File: config.mk
export PLATFORM = sky130hd
export DESIGN_NAME = obs_split_dispatch_52bit
export DESIGN_NICKNAME = d
export VERILOG_FILES = /design/src/rtl/obs_pkg.sv /design/src/rtl/obs_deinterleave.sv /design/src/rtl/obs_split_dispatch_52bit.sv
export SDC_FILE = /design/constraint.sdc
export NUM_CORES = 1
export LEC_CHECK = 0
export BUFFER_PORTS_ARGS = -buffer_cell sky130_fd_sc_hd__clkbuf_2
export CORE_ASPECT_RATIO = 0.8
export CORE_MARGIN = 1
export CORE_UTILIZATION = 45
export DETAILED_ROUTE_END_ITERATION = 8
export PLACE_DENSITY = 0.79
export SETUP_SLACK_MARGIN = 0.1
export SYNTH_ARGS = -nofsm -noshare
export SYNTH_HDL_FRONTEND = slang
export SYNTH_SLANG_ARGS = --single-unit
File: constraint.sdc
create_clock -name clk -period 2.35 [get_ports clk]
set_clock_uncertainty 0.15 [all_clocks]
set_input_delay 0.235 -clock clk [delete_from_list [all_inputs] [get_ports clk]]
set_output_delay 0.235 -clock clk [all_outputs]
set_load 0.01 [all_outputs]
File: src/rtl/obs_pkg.sv
// obs_pkg: shared widths and enums for the OBS operand split/dispatch front end
package obs_pkg;
  localparam int N_OBS = 52;
  localparam int H_OBS = N_OBS / 2;
  typedef enum logic [1:0] {IDX_EE, IDX_EO, IDX_OE, IDX_OO} sub_idx_e;
  typedef enum logic {S_IDLE, S_ISSUE} state_e;
endpackage

File: src/rtl/obs_deinterleave.sv
// obs_deinterleave: split an N-bit GF(2) polynomial into even/odd coefficient halves
//   d_i    [N_OBS-1:0]  polynomial, bit i = coefficient of x^i
//   even_o [H_OBS-1:0]  even_o[i] = d_i[2i]
//   odd_o  [H_OBS-1:0]  odd_o[i]  = d_i[2i+1]
module obs_deinterleave
  import obs_pkg::*;
(
  input  logic [N_OBS-1:0] d_i,
  output logic [H_OBS-1:0] even_o,
  output logic [H_OBS-1:0] odd_o
);
  for (genvar i = 0; i < H_OBS; i++) begin : g_split
    assign even_o[i] = d_i[2*i];
    assign odd_o[i]  = d_i[2*i+1];
  end
endmodule

File: src/rtl/obs_split_dispatch_52bit.sv
// obs_split_dispatch_52bit: split operand pair into even/odd halves, issue 4 sub-products per op
//   in_valid/in_ready, a_in, b_in     : operand pair handshake (N_OBS bits each)
//   sub_valid/sub_ready               : beat handshake to shared sub-multiplier
//   sub_a, sub_b, sub_idx, sub_last   : registered beat payload (idx 0..3: EE, EO, OE, OO)
//   busy                              : operation active or buffered
//   OBS_SPLIT_PREFETCH_EN             : adds a one-entry prefetch buffer (4-cycle throughput)
module obs_split_dispatch_52bit
  import obs_pkg::*;
(
  input  logic             clk,
  input  logic             rst_n,
  input  logic             in_valid,
  output logic             in_ready,
  input  logic [N_OBS-1:0] a_in,
  input  logic [N_OBS-1:0] b_in,
  output logic             sub_valid,
  input  logic             sub_ready,
  output logic [H_OBS-1:0] sub_a,
  output logic [H_OBS-1:0] sub_b,
  output logic [1:0]       sub_idx,
  output logic             sub_last,
  output logic             busy
);
  logic [H_OBS-1:0] a_e, a_o, b_e, b_o;
  obs_deinterleave u_da (.d_i(a_in), .even_o(a_e), .odd_o(a_o));
  obs_deinterleave u_db (.d_i(b_in), .even_o(b_e), .odd_o(b_o));
  state_e state_q, state_d;
  logic [4*H_OBS-1:0] split, src, act_q, act_d;
  logic [H_OBS-1:0] cur_ae, cur_ao, cur_be, cur_bo;
  logic [H_OBS-1:0] sub_a_q, sub_a_d, sub_b_q, sub_b_d;
  logic [1:0] sub_idx_q, sub_idx_d;
  logic sub_valid_q, sub_valid_d, sub_last_q, sub_last_d;
  logic accept, fire, last_fire, load;
  assign split     = {a_e, a_o, b_e, b_o};
  assign accept    = in_valid && in_ready;
  assign fire      = sub_valid_q && sub_ready;
  assign last_fire = fire && sub_idx_q == IDX_OO;
`ifdef OBS_SPLIT_PREFETCH_EN
  logic buf_full_q, buf_full_d;
  logic [4*H_OBS-1:0] buf_q;
  assign in_ready = !buf_full_q;
  // a new op starts from idle, or on the last beat from the buffer / a same-cycle arrival
  assign load       = (state_q == S_IDLE && accept) || (last_fire && (buf_full_q || accept));
  assign src        = buf_full_q ? buf_q : split;
  assign buf_full_d = buf_full_q ? !last_fire : accept && state_q == S_ISSUE && !last_fire;
  assign busy       = state_q == S_ISSUE || buf_full_q;
  always_ff @(posedge clk or negedge rst_n) begin
    if (!rst_n) begin
      buf_full_q <= 1'b0;
      buf_q      <= '0;
    end else begin
      buf_full_q <= buf_full_d;
      if (accept) buf_q <= split;
    end
  end
`else
  assign in_ready = state_q == S_IDLE;
  assign load     = accept;
  assign src      = split;
  assign busy     = state_q == S_ISSUE;
`endif
  always_comb begin
    state_d     = load ? S_ISSUE : last_fire ? S_IDLE : state_q;
    act_d       = load ? src : act_q;
    {cur_ae, cur_ao, cur_be, cur_bo} = act_d;
    sub_valid_d = load || (sub_valid_q && !last_fire);
    sub_idx_d   = load ? 2'd0 : fire ? sub_idx_q + 2'd1 : sub_idx_q;
    // idx bit 1 selects the A half, bit 0 the B half
    sub_a_d     = (load || fire) ? (sub_idx_d[1] ? cur_ao : cur_ae) : sub_a_q;
    sub_b_d     = (load || fire) ? (sub_idx_d[0] ? cur_bo : cur_be) : sub_b_q;
    sub_last_d  = sub_valid_d && sub_idx_d == IDX_OO;
  end
  always_ff @(posedge clk or negedge rst_n) begin
    if (!rst_n) begin
      state_q     <= S_IDLE;
      act_q       <= '0;
      sub_valid_q <= 1'b0;
      sub_idx_q   <= 2'd0;
      sub_a_q     <= '0;
      sub_b_q     <= '0;
      sub_last_q  <= 1'b0;
    end else begin
      state_q     <= state_d;
      act_q       <= act_d;
      sub_valid_q <= sub_valid_d;
      sub_idx_q   <= sub_idx_d;
      sub_a_q     <= sub_a_d;
      sub_b_q     <= sub_b_d;
      sub_last_q  <= sub_last_d;
    end
  end
  assign sub_valid = sub_valid_q;
  assign sub_idx   = sub_idx_q;
  assign sub_a     = sub_a_q;
  assign sub_b     = sub_b_q;
  assign sub_last  = sub_last_q;
endmodule

==> metrics.txt, run 1 <==
transition time at the pin with the least slew margin=548 ps; clock-pin slew of the registers on the worst-case setup and hold paths=60 ps; overall via count from detail_route=6239; number of H-tree levels=4; Overflow after GRT=0; setup repair after global routing missed its margin=no; detailed-route DRC error count=10; ratio of final minimum period to clock period=0.787; Commonest cells post-synth=314 x sky130_fd_sc_hd__nand2_1, 161 x sky130_fd_sc_hd__dfrtp_1, 75 x sky130_fd_sc_hd__o21ai_0; count of pins on the block boundary=166; violations in the final reports=design-rule violations; number of global-route vias before repair=6304; minimum period implied by the final worst setup slack=1850 ps; arrival time at the worst endpoint=1990 ps; input/output buffers=165; wire length reported by the detailed router=18400 microns; worst-case clock buffer depth=2; most frequent cell after synthesis=sky130_fd_sc_hd__nand2_1; Detail Route Antenna Nets=0; Final HPWL DP=10300 microns; cell count after synthesis=751; largest family of logic cells by synthesized area=simple AND/OR/NAND/NOR gates; width of the die=139 microns; total negative slack=0 ps; Unique masters post-synth=25; worst setup slack after placement=552 ps; CP max FO=31; prevailing post-synth register cell=sky130_fd_sc_hd__dfrtp_1; Seq cells post-synth=161; min-delay worst type=in2reg; DRT iter0 DRCs=506; count of placed standard cells including taps=1063; area of the mapped netlist=6770 sq um; Inserted Clock Buffers=17; final worst hold slack=95.6 ps; post-route total power=0.0120 W; most area-consuming cells after synthesis=sky130_fd_sc_hd__dfrtp_1 60%, sky130_fd_sc_hd__nand2_1 17%, sky130_fd_sc_hd__o21ai_0 5.5%, sky130_fd_sc_hd__a211oi_1 2.9%, sky130_fd_sc_hd__o31ai_1 2.9%; share of the synthesized area in the top cell type=0.595; last weighted congestion value of the routability-driven placer=0.824; row count=39; Final WS setup=501 ps; largest area contributor in the netlist=sky130_fd_sc_hd__dfrtp_1; outcome=finished with violations; non-filler cells in the finished layout=1201; worst max-slew margin expressed relative to the limit=0.633; DR WL/cell=15.3 microns; PwrDens=1260 nW/um^2; placeable core region=14500 sq um; Hold Vio Cnt, Final=0; fraction of the mapped netlist area in adder cells=0.00185; full die area=15500 sq um; warning count from the yosys run=0; height of the die=112 microns; portion of netlist area occupied by mux cells=0.00148; count of fill cells added during filler insertion=1084; CP Data Required Time=2490 ps; Final Slew Violations=0; area grow syn2layout=40.1%; CTS tree=yes; kind of launch point of the worst setup path=flop; number of buffers added for setup after CTS=0; Via density=5.19; synthesized net count=860; DR pass1 iterations=9; Peak VDD IR=627 uV; max-cap violation count=0; clock tree root driver cell=sky130_fd_sc_hd__clkbuf_16; count of flip-flops with a built-in enable after synthesis=0; insertion delay of the later-clocked pin in the worst-skew pair=410 ps; total leakage power=4.86 nW; quantity of gates resized following cts=0; parity-gate share of the synthesized area counting xor and xnor cells=0.00129; fraction of layout cells with a size suffix above 1=0.212; number of sinks handled by clock tree synthesis=161; Compound-Gate Fraction of Synth Area=0.120; fraction of registers with async set or reset after synthesis=1.00; critical path type=reg2reg; effective utilization at floorplan=0.467; first-pass GRT wire length=30300 microns; Critical Path Sink Type=flop; Global Route Usage Sum=0.248; Syn Area/Cell=9.01 sq um; largest net degree at the start of global routing=95; final setup vio count=0; simple-gate share of the synthesized area=0.242; antenna violations before repair=1; FMAX=541 MHz; sequential share of the synthesized area=0.595; number of nets in the layout=1112
registers in the layout, indices dropped and copies added (netlist names):
register	cells
sub_a	26
act_q	104
sub_b	26
sub_last	1
sub_valid	1
busy	1
sub_idx	2
cell type report:
type,instances,area [sq um],area share
Antenna cell,1,2.50,0.000264
Clock buffer,23,498,0.0525
Clock inverter,9,151,0.0160
Inverter,2,7.51,0.000791
Multi-Input combinational cell,538,2500,0.263
Sequential cell,161,4030,0.425
Tap cell,184,230,0.0243
Timing Repair Buffer,283,2070,0.218
critical path: stages, from the launching register on:
cell and delay, ps:
sky130_fd_sc_hd__dfrtp_1 350, sky130_fd_sc_hd__buf_4 370, sky130_fd_sc_hd__nand3_1 260, sky130_fd_sc_hd__buf_4 280, sky130_fd_sc_hd__o21ai_0 210, sky130_fd_sc_hd__o31ai_1 90
kinds of logic (layout without fill, tap and decap cells):
kind of cell	after synthesis	count (layout)
and+or+nand+nor	401	401
xor gates and xnor gates	1	1
AOI/OAI and AO/OA	134	134
DFF	161	161
muxes	1	1
adders and majority gates	1	1
other	0	1
buffers and inverters	52	317
power by group:
part | internal, W | total (W) | leakage, nW | switching, W
Sequential | 0.00412 | 0.00489 | 1.97 | 0.000767
Clock | 0.00192 | 0.00298 | 0.319 | 0.00106
Combinational | 0.00173 | 0.00413 | 2.57 | 0.00240
path summary, 6_finish.rpt:
kind                             from   endpoint  slack, ps  cells after the start
min reg2reg                 act_q[90]  act_q[90]        320                      2
min                         sub_ready  sub_valid        100                      3
min in group asynchronous       rst_n   sub_a[6]        240                      3
max                        sub_idx[0]  sub_b[14]        500                      5
max reg2reg                sub_idx[0]  sub_b[14]        500                      5
max in group asynchronous       rst_n  act_q[98]       1370                      3
what timing repair did:
| action | in CTS | in global routing |
|---|---|---|
| hold buffers | 105 | 0 |
| setup endpoints to repair | 0 | 0 |
| hold endpoints to repair | 317 | 0 |
metal layers:
metal	track usage	wire length, microns
met5	0	0
met4	0.0696	203
met3	0.0606	1100
met2	0.422	9130
met1	0.316	7920
per-stage QoR:
step | cell area, sq um | util
final | 9490 | 0.654
after global routing | 9490 | 0.654
after CTS | 9480 | 0.654
after detailed placement | 7780 | 0.537
after global placement | 7780 | 0.537
after floorplan | 6770 | -
placed cells by master, fill, tap and decap left out, types with 2 or more instances in the layout:
cell type	n
sky130_fd_sc_hd__a211oi_1	26
sky130_fd_sc_hd__and2b_1	15
sky130_fd_sc_hd__buf_12	7
sky130_fd_sc_hd__buf_4	6
sky130_fd_sc_hd__bufinv_16	4
sky130_fd_sc_hd__clkbuf_16	17
sky130_fd_sc_hd__clkbuf_2	164
sky130_fd_sc_hd__clkbuf_8	5
sky130_fd_sc_hd__clkinv_2	3
sky130_fd_sc_hd__dfrtp_1	161
sky130_fd_sc_hd__dlygate4sd3_1	105
sky130_fd_sc_hd__inv_1	2
sky130_fd_sc_hd__nand2_1	314
sky130_fd_sc_hd__nor2_1	28
sky130_fd_sc_hd__nor2b_1	11
sky130_fd_sc_hd__nor3_1	26
sky130_fd_sc_hd__o21ai_0	75
sky130_fd_sc_hd__o21ai_1	5
sky130_fd_sc_hd__o31ai_1	26
No activity file was read; power rests on OpenSTA's default activity.
==> inputs of run 2 (changes only) <==
Settings changed: ABC_AREA set to 1, PLACE_DENSITY 0.79 to 0.81.
Clock period 2.35 ns to 1.61 ns, I/O delays scaled along.
==> run 2 against run 1 <==
Against the previous run: the flow finishes with violations (negative setup slack); design area grew 19%; sequential power grew 40%; global-route usage grew 1.2 points; clock power grew 34%; fmax grew 4.8%; critical path type unchanged.
==> metrics.txt, run 2 <==
antenna violations before repair=0 (-1); most common cell after layout, fill and taps aside=sky130_fd_sc_hd__nand2_1; DRT iter0 DRCs=621 (+23%); max-cap violation count=0 (unchanged); Inserted Clock Buffers=17 (unchanged); wire length reported by the detailed router=23500 microns (+28%); Largest Register=act_q; number of global-route vias before repair=7419 (+18%); fraction of layout cells with a size suffix above 1=0.237 (+0.0258); stage delay of the slowest cell on the critical path=440 ps (+70 ps); full die area=17400 sq um (+12%); Commonest cells post-synth=472 x sky130_fd_sc_hd__nand2_1, 293 x sky130_fd_sc_hd__inv_1, 161 x sky130_fd_sc_hd__dfrtp_1; CP Data Required Time=1780 ps (-710 ps); CP max FO=49 (+58%); Non-Filler Cell Area, Final=11300 sq um (+19%); number of H-tree levels=4 (unchanged); effective utilization at floorplan=0.460 (-0.00736); Final Slew Violations=0 (unchanged); capture point of the worst path=sub_a[12]; area of the mapped netlist=7610 sq um (+12%); height of the die=118 microns (+5.9%); Overflow after GRT=0 (unchanged); highest-delay cell along the critical path=sky130_fd_sc_hd__dfrtp_2; worst-case clock buffer depth=2 (unchanged); insertion delay of the later-clocked pin in the worst-skew pair=430 ps (+20 ps); min-delay worst type=in2async; last weighted congestion value of the routability-driven placer=0.796 (-3.4%); FMAX=567 MHz (+4.8%); combined flip-flop and latch cell area=4030 sq um (about the same); Detail Route Antenna Nets=0 (unchanged); most frequent cell after synthesis=sky130_fd_sc_hd__nand2_1; CTS tree=yes; R2R Setup Slk=-150 ps (-660 ps); violations in the final reports=negative setup slack; synthesized net count=1170 (+36%); critical path type=reg2reg; count of pins on the block boundary=166 (unchanged); outcome=finished with violations; footprint of the multi-input gates=2670 sq um (+7.0%); largest net degree at the start of global routing=50 (-47%); count of flip-flops with a built-in enable after synthesis=0 (unchanged); Reg2Reg Launch Point=busy; prevailing post-synth register cell=sky130_fd_sc_hd__dfrtp_1; PwrDens=1930 nW/um^2 (+53%); Final WS setup=-154 ps (-655 ps); kind of launch point of the worst setup path=flop; DR pass1 iterations=5 (-4); final setup vio count=30 (+30); warning count from the yosys run=0 (unchanged); clock tree root driver cell=sky130_fd_sc_hd__clkbuf_16; Via density=4.69 (-9.7%); share of the synthesized area in the top cell type=0.529 (-0.0657); first-pass GRT wire length=35200 microns (+16%); minimum period implied by the final worst setup slack=1760 ps (-84.7 ps); most area-consuming cells after synthesis=sky130_fd_sc_hd__dfrtp_1 53%, sky130_fd_sc_hd__nand2_1 23%, sky130_fd_sc_hd__inv_1 14%, sky130_fd_sc_hd__nand3_1 3.6%, sky130_fd_sc_hd__o21ai_0 1.8%; arrival time at the worst endpoint=1930 ps (-60 ps); fraction of registers with async set or reset after synthesis=1.00 (unchanged); cell count after synthesis=1061 (+41%); count of fill cells added during filler insertion=1228 (+13%); sequential share of the synthesized area=0.529 (-0.0657); area grow syn2layout=48.4%; width of the die=147 microns (+5.9%); overall via count from detail_route=7455 (+19%); total negative slack=-3410 ps (-3410 ps); ratio of final minimum period to clock period=1.10 (+0.309); Critical Path Sink Type=flop; Syn Area/Cell=7.17 sq um (-20%); detailed-route DRC error count=0 (-10); Register-to-Register Path Depth=7 (+2); setup repair after global routing missed its margin=yes; number of diodes=0 (-1); Final HPWL DP=12100 microns (+18%); total leakage power=6.74 nW (+39%); clock-pin slew of the registers on the worst-case setup and hold paths=60 ps (about the same); transition time at the pin with the least slew margin=422 ps (-126 ps); Hold Vio Cnt, Final=0 (unchanged); commonest non-fill, non-tap cells in the layout=437 x sky130_fd_sc_hd__nand2_1, 292 x sky130_fd_sc_hd__inv_1, 163 x sky130_fd_sc_hd__clkbuf_2, 160 x sky130_fd_sc_hd__dfrtp_1, 105 x sky130_fd_sc_hd__dlygate4sd3_1; Global Route Usage Sum=0.260 (+0.0122); number of nets in the layout=1465 (+32%); DR WL/cell=14.8 microns (-3.3%); Seq cells post-synth=161 (unchanged); worst max-slew margin expressed relative to the limit=0.718 (+0.0853); crit path cell chain=inv_2, nand2_8, buf_16, o21ai_0, nand2_2, nand3_2, nand2_1; Placed Instance Area=8890 sq um (+14%); input/output buffers=165 (unchanged); row count=42 (+7.7%); number of sinks handled by clock tree synthesis=161 (unchanged); placeable core region=16600 sq um (+14%); largest area contributor in the netlist=sky130_fd_sc_hd__dfrtp_1; Unique masters post-synth=20 (-20%); CP Launch Point=busy; worst flop-to-flop path endpoint=sub_a[12]; max FFs per register=104 (unchanged); Peak VDD IR=787 uV (+26%)
-- run 2: changes by cell type in the layout (fill, tap and decap cells not counted), sizes merged, moves of 23 or more --
cell / previous run / this run
a211oi: 26 / 0
o31ai: 26 / 0
nor2: 28 / 5
inv: 2 / 296
o21ai: 80 / 27
nor3: 26 / 1
nand3: 1 / 56
nand2: 315 / 474
buf: 14 / 42
-- run 2: cells by family (layout without fill, tap and decap cells) --
| logic type | after synthesis | after routing | share of synthesized area |
|---|---|---|---|
| AO/OA/AOI/OAI | 27 | 27 | 0.0178 |
| flip-flops | 161 | 161 | 0.529 |
| AND/OR/NAND/NOR | 536 | 536 | 0.278 |
| buffers and inverters | 336 | 644 | 0.173 |
| adder cells (fa/ha/maj) | 1 | 1 | 0.00164 |
-- run 2: per-layer routing --
| metal | vias up | global-route usage | wire length, microns |
|---|---|---|---|
| met2 | 329 | 0.431 | 11400 |
| met1 | 3470 | 0.316 | 9710 |
| met4 | 0 | 0.137 | 914 |
| li1 | 3567 | - | - |
| met5 | - | 0 | 0 |
| met3 | 89 | 0.0591 | 1480 |
-- run 2: how the worst min path moves through the flow --
stage / startpoint / to / slack (ps) / depth (start not counted)
floorplan: rst_n / act_q[0] / -280 / 0
global placement: rst_n / sub_b[11] / -40 / 1
detailed placement: rst_n / act_q[37] / -40 / 1
CTS: sub_ready / sub_last / 30 / 4
global route: rst_n / act_q[37] / 100 / 2
finish: rst_n / act_q[34] / 70 / 2
-- run 2: repair_timing --
action | CTS | global route
pin swaps | 10 | 17
cloned | 3 | 7
gates resized for setup | 68 | 65
endpoints found under the setup margin | 53 | 77
hold buffers | 105 | 0
buffers inserted | 6 | 4
hold endpoints to repair | 285 | 0
-- run 2: where the power goes --
part           switching (W)  internal, W  total [W]
clock                0.00163      0.00235    0.00398
combinational        0.00653      0.00443     0.0110
sequential          0.000825      0.00602    0.00684
total                0.00899       0.0128     0.0218
-- run 2: metrics by stage --
step / hold slack (ps) / util / cells / setup WS (ps) / total power [W]
floorplan: -285 / - / 1061 / -12.7 / 0.0120
finish: 70.8 / 0.682 / 1589 / -154 / 0.0218
global placement: -40.9 / 0.537 / 1433 / 36.5 / 0.0145
detailed placement: -43.2 / 0.537 / 1433 / -52.4 / 0.0149
global route: 97.6 / 0.682 / 1589 / -231 / 0.0232
CTS: 31.5 / 0.656 / 1578 / -84.2 / 0.0202
-- run 2: layout make-up --
type | instances | share of cell area
sequential | 161 | 0.357
inverter | 296 | 0.0988
timing repair buffer | 316 | 0.232
clock buffer | 22 | 0.0411
clock inverter | 10 | 0.00975
tap | 220 | 0.0244
multi-input combinational | 564 | 0.237
-- run 2: critical path, delay by kind of cell (launching register included) --
family	cells	cell delay [ps]
AOI/OAI and AO/OA	1	370
DFF	1	440
buffers and inverters	2	330
and+or+nand+nor	4	320
==> inputs of run 3 (changes only) <==
Settings changed: CORE_UTILIZATION 45 to 49, PLACE_DENSITY 0.81 to 0.86, SLEW_MARGIN set to 10.
==> run 3 against run 2 <==
Against the previous run: the flow still finishes with violations (negative setup slack); flip-flop and latch count stayed put; via count is 2.7% higher; fmax is 6.5% higher; highest routed layer unchanged.
==> metrics.txt, run 3 (same netlist as run 2, synthesis figures left out) <==
count of pins on the block boundary=166 (unchanged); most common cell after layout, fill and taps aside=sky130_fd_sc_hd__nand2_1; first-pass GRT wire length=35600 microns (+0.96%); min-delay worst type=in2reg; placeable core region=15100 sq um (-8.7%); switching power share of the total=0.402 (-0.0101); number of H-tree levels=4 (unchanged); Largest Register=act_q; FMAX=604 MHz (+6.5%); Via density=4.80 (+2.4%); number of global-route vias before repair=7458 (+0.53%); DR pass1 iterations=5 (unchanged); Final HPWL DP=12300 microns (+1.3%); Final WS setup=-46.4 ps (+108 ps); kind of launch point of the worst setup path=flop; worst flop-to-flop path endpoint=sub_a[3]; end point of the worst hold path=act_q[1]; Hold Vio Cnt, Final=0 (unchanged); wire length reported by the detailed router=24700 microns (+5.1%); Overflow after GRT=0 (unchanged); Final Slew Violations=0 (unchanged); clock tree root driver cell=sky130_fd_sc_hd__clkbuf_16; Detail Route Antenna Nets=0 (unchanged); input/output buffers=165 (unchanged); portion of total power attributed to the clock network=0.205 (+0.022); number of nets in the layout=1478 (+0.89%); CP Data Required Time=1780 ps (about the same); power dissipated by switching net loads=0.00888 W (-1.2%); overall via count from detail_route=7654 (+2.7%); hold path cells=6; worst-case clock buffer depth=2 (unchanged); insertion delay of the later-clocked pin in the worst-skew pair=440 ps (about the same); CP max FO=5 (-90%); number of sinks handled by clock tree synthesis=161 (unchanged); width of the die=141 microns (-4.1%); Peak VDD IR=1160 uV (+48%); Critical Path Sink Type=flop; violations in the final reports=negative setup slack; Inserted Clock Buffers=17 (unchanged); detailed-route DRC error count=0 (unchanged); antenna violations before repair=1 (+1); DRT iter0 DRCs=527 (-15%); critical path type=reg2reg; post-layout util=0.761 (+0.0789); total leakage power=6.84 nW (+1.4%); ratio of final minimum period to clock period=1.03 (-0.0670); part of the power in combinational logic=0.483 (-0.020); minimum period implied by the final worst setup slack=1660 ps (-108 ps); height of the die=113 microns (-4.1%); R2R Setup Slk=-50 ps (+110 ps); full die area=16000 sq um (-8.0%); worst max-slew margin expressed relative to the limit=0.704 (-0.0143); DR WL/cell=15.5 microns (+4.8%); post-route total power=0.0221 W (+1.3%); cell-internal power=0.0132 W (+3.0%); outcome=finished with violations; PwrDens=1920 nW/um^2 (-0.56%); last weighted congestion value of the routability-driven placer=0.847 (+6.5%); relative contribution of sequential cells to total power=0.312 (-0.002); effective utilization at floorplan=0.504 (+0.0438); arrival time at the worst endpoint=1820 ps (-110 ps); largest net degree at the start of global routing=43 (-14%); CTS tree=yes; transition time at the pin with the least slew margin=444 ps (+21.5 ps); Register-to-Register Path Depth=9 (+2); setup repair after global routing missed its margin=yes; max FFs per register=104 (unchanged); final setup vio count=21 (-30%); fraction of layout cells with a size suffix above 1=0.258 (+0.0209); area grow syn2layout=51.1%; Reg2Reg Launch Point=sub_idx[1]; Hold Crit Start=b_in[3]; commonest non-fill, non-tap cells in the layout=403 x sky130_fd_sc_hd__nand2_1, 291 x sky130_fd_sc_hd__inv_1, 163 x sky130_fd_sc_hd__clkbuf_2, 160 x sky130_fd_sc_hd__dfrtp_1, 104 x sky130_fd_sc_hd__dlygate4sd3_1; clock-pin slew of the registers on the worst-case setup and hold paths=60 ps (about the same); row count=40 (-4.8%); max-cap violation count=0 (unchanged); Global Route Usage Sum=0.291 (+0.0307)
[run 3: cell types whose count changed in the layout (fill, tap and decap cells not counted), moves of 5 or more]
cell	before	now
sky130_fd_sc_hd__buf_4	13	20
sky130_fd_sc_hd__nand3_1	27	37
sky130_fd_sc_hd__o21ai_1	12	17
sky130_fd_sc_hd__o21ai_0	4	9
sky130_fd_sc_hd__o21ai_2	10	1
sky130_fd_sc_hd__nand2_2	21	56
sky130_fd_sc_hd__nand2_1	437	403
sky130_fd_sc_hd__nand3_2	25	17
[run 3: worst max path at each step]
stage | startpoint | slack, ps | to
4_1_cts | sub_idx[1] | 10 | sub_a[15]
3_3_place_gp | busy | 50 | sub_a[12]
2_1_floorplan | sub_idx[0] | -10 | sub_a[10]
6_report | sub_idx[1] | -50 | sub_a[3]
3_5_place_dp | busy | -20 | sub_a[12]
5_1_grt | sub_idx[1] | -140 | sub_a[8]
[run 3: layout make-up]
cell class / instances / area, sq um
Fill cell: 969 / 3610
Inverter: 296 / 1120
Tap cell: 210 / 263
Clock inverter: 13 / 209
Clock buffer: 19 / 453
Sequential cell: 161 / 4030
Multi-Input combinational cell: 564 / 2630
Antenna cell: 1 / 2.50
Timing Repair Buffer: 329 / 2800
[run 3: repair_timing]
item,CTS,global route
buffers inserted,5,11
hold buffers,104,0
pin swaps,3,55
endpoints found under the setup margin,34,66
endpoints found under the hold margin,295,0
gates resized for setup,25,119
cloned,2,11
[run 3: power by group through the flow]
stage / clock, W / sequential, W / combinational [W]
2_1_floorplan: 0 / 0.00704 / 0.00499
3_5_place_dp: 0 / 0.00687 / 0.00806
5_1_grt: 0.00475 / 0.00703 / 0.0118
3_3_place_gp: 0 / 0.00680 / 0.00777
4_1_cts: 0.00454 / 0.00683 / 0.00871
6_report: 0.00453 / 0.00688 / 0.0107
[run 3: per-layer routing]
metal,part of all wire,up-vias,GRT usage
met5,0,-,0
met4,0.041,0,0.148
met3,0.079,98,0.0647
met2,0.50,395,0.498
met1,0.38,3563,0.347
li1,-,3598,-
[run 3: metrics by stage]
step | setup WS [ps] | hold WS (ps) | TNS (ps) | cell area [sq um] | instances
floorplan | -12.7 | -285 | -235 | 7650 | 1061
global placement | 46.3 | -32.8 | 0 | 8920 | 1428
detailed placement | -15.7 | -27.6 | -26.8 | 8920 | 1428
CTS | 14.9 | 3.28 | 0 | 10800 | 1571
global route | -135 | 56.0 | -3880 | 11500 | 1593
finish | -46.4 | 33.9 | -363 | 11500 | 1593
[run 3: worst max-delay path: stages, from the launching register on]
cell                      delay [ps]
sky130_fd_sc_hd__dfrtp_1         380
sky130_fd_sc_hd__ha_1            290
sky130_fd_sc_hd__inv_2            50
sky130_fd_sc_hd__nand3_4          70
sky130_fd_sc_hd__nand2_4          60
sky130_fd_sc_hd__nor2_4          150
sky130_fd_sc_hd__buf_2           200
sky130_fd_sc_hd__nand2_1          70
sky130_fd_sc_hd__nand3_1          70
sky130_fd_sc_hd__nand2_1          50
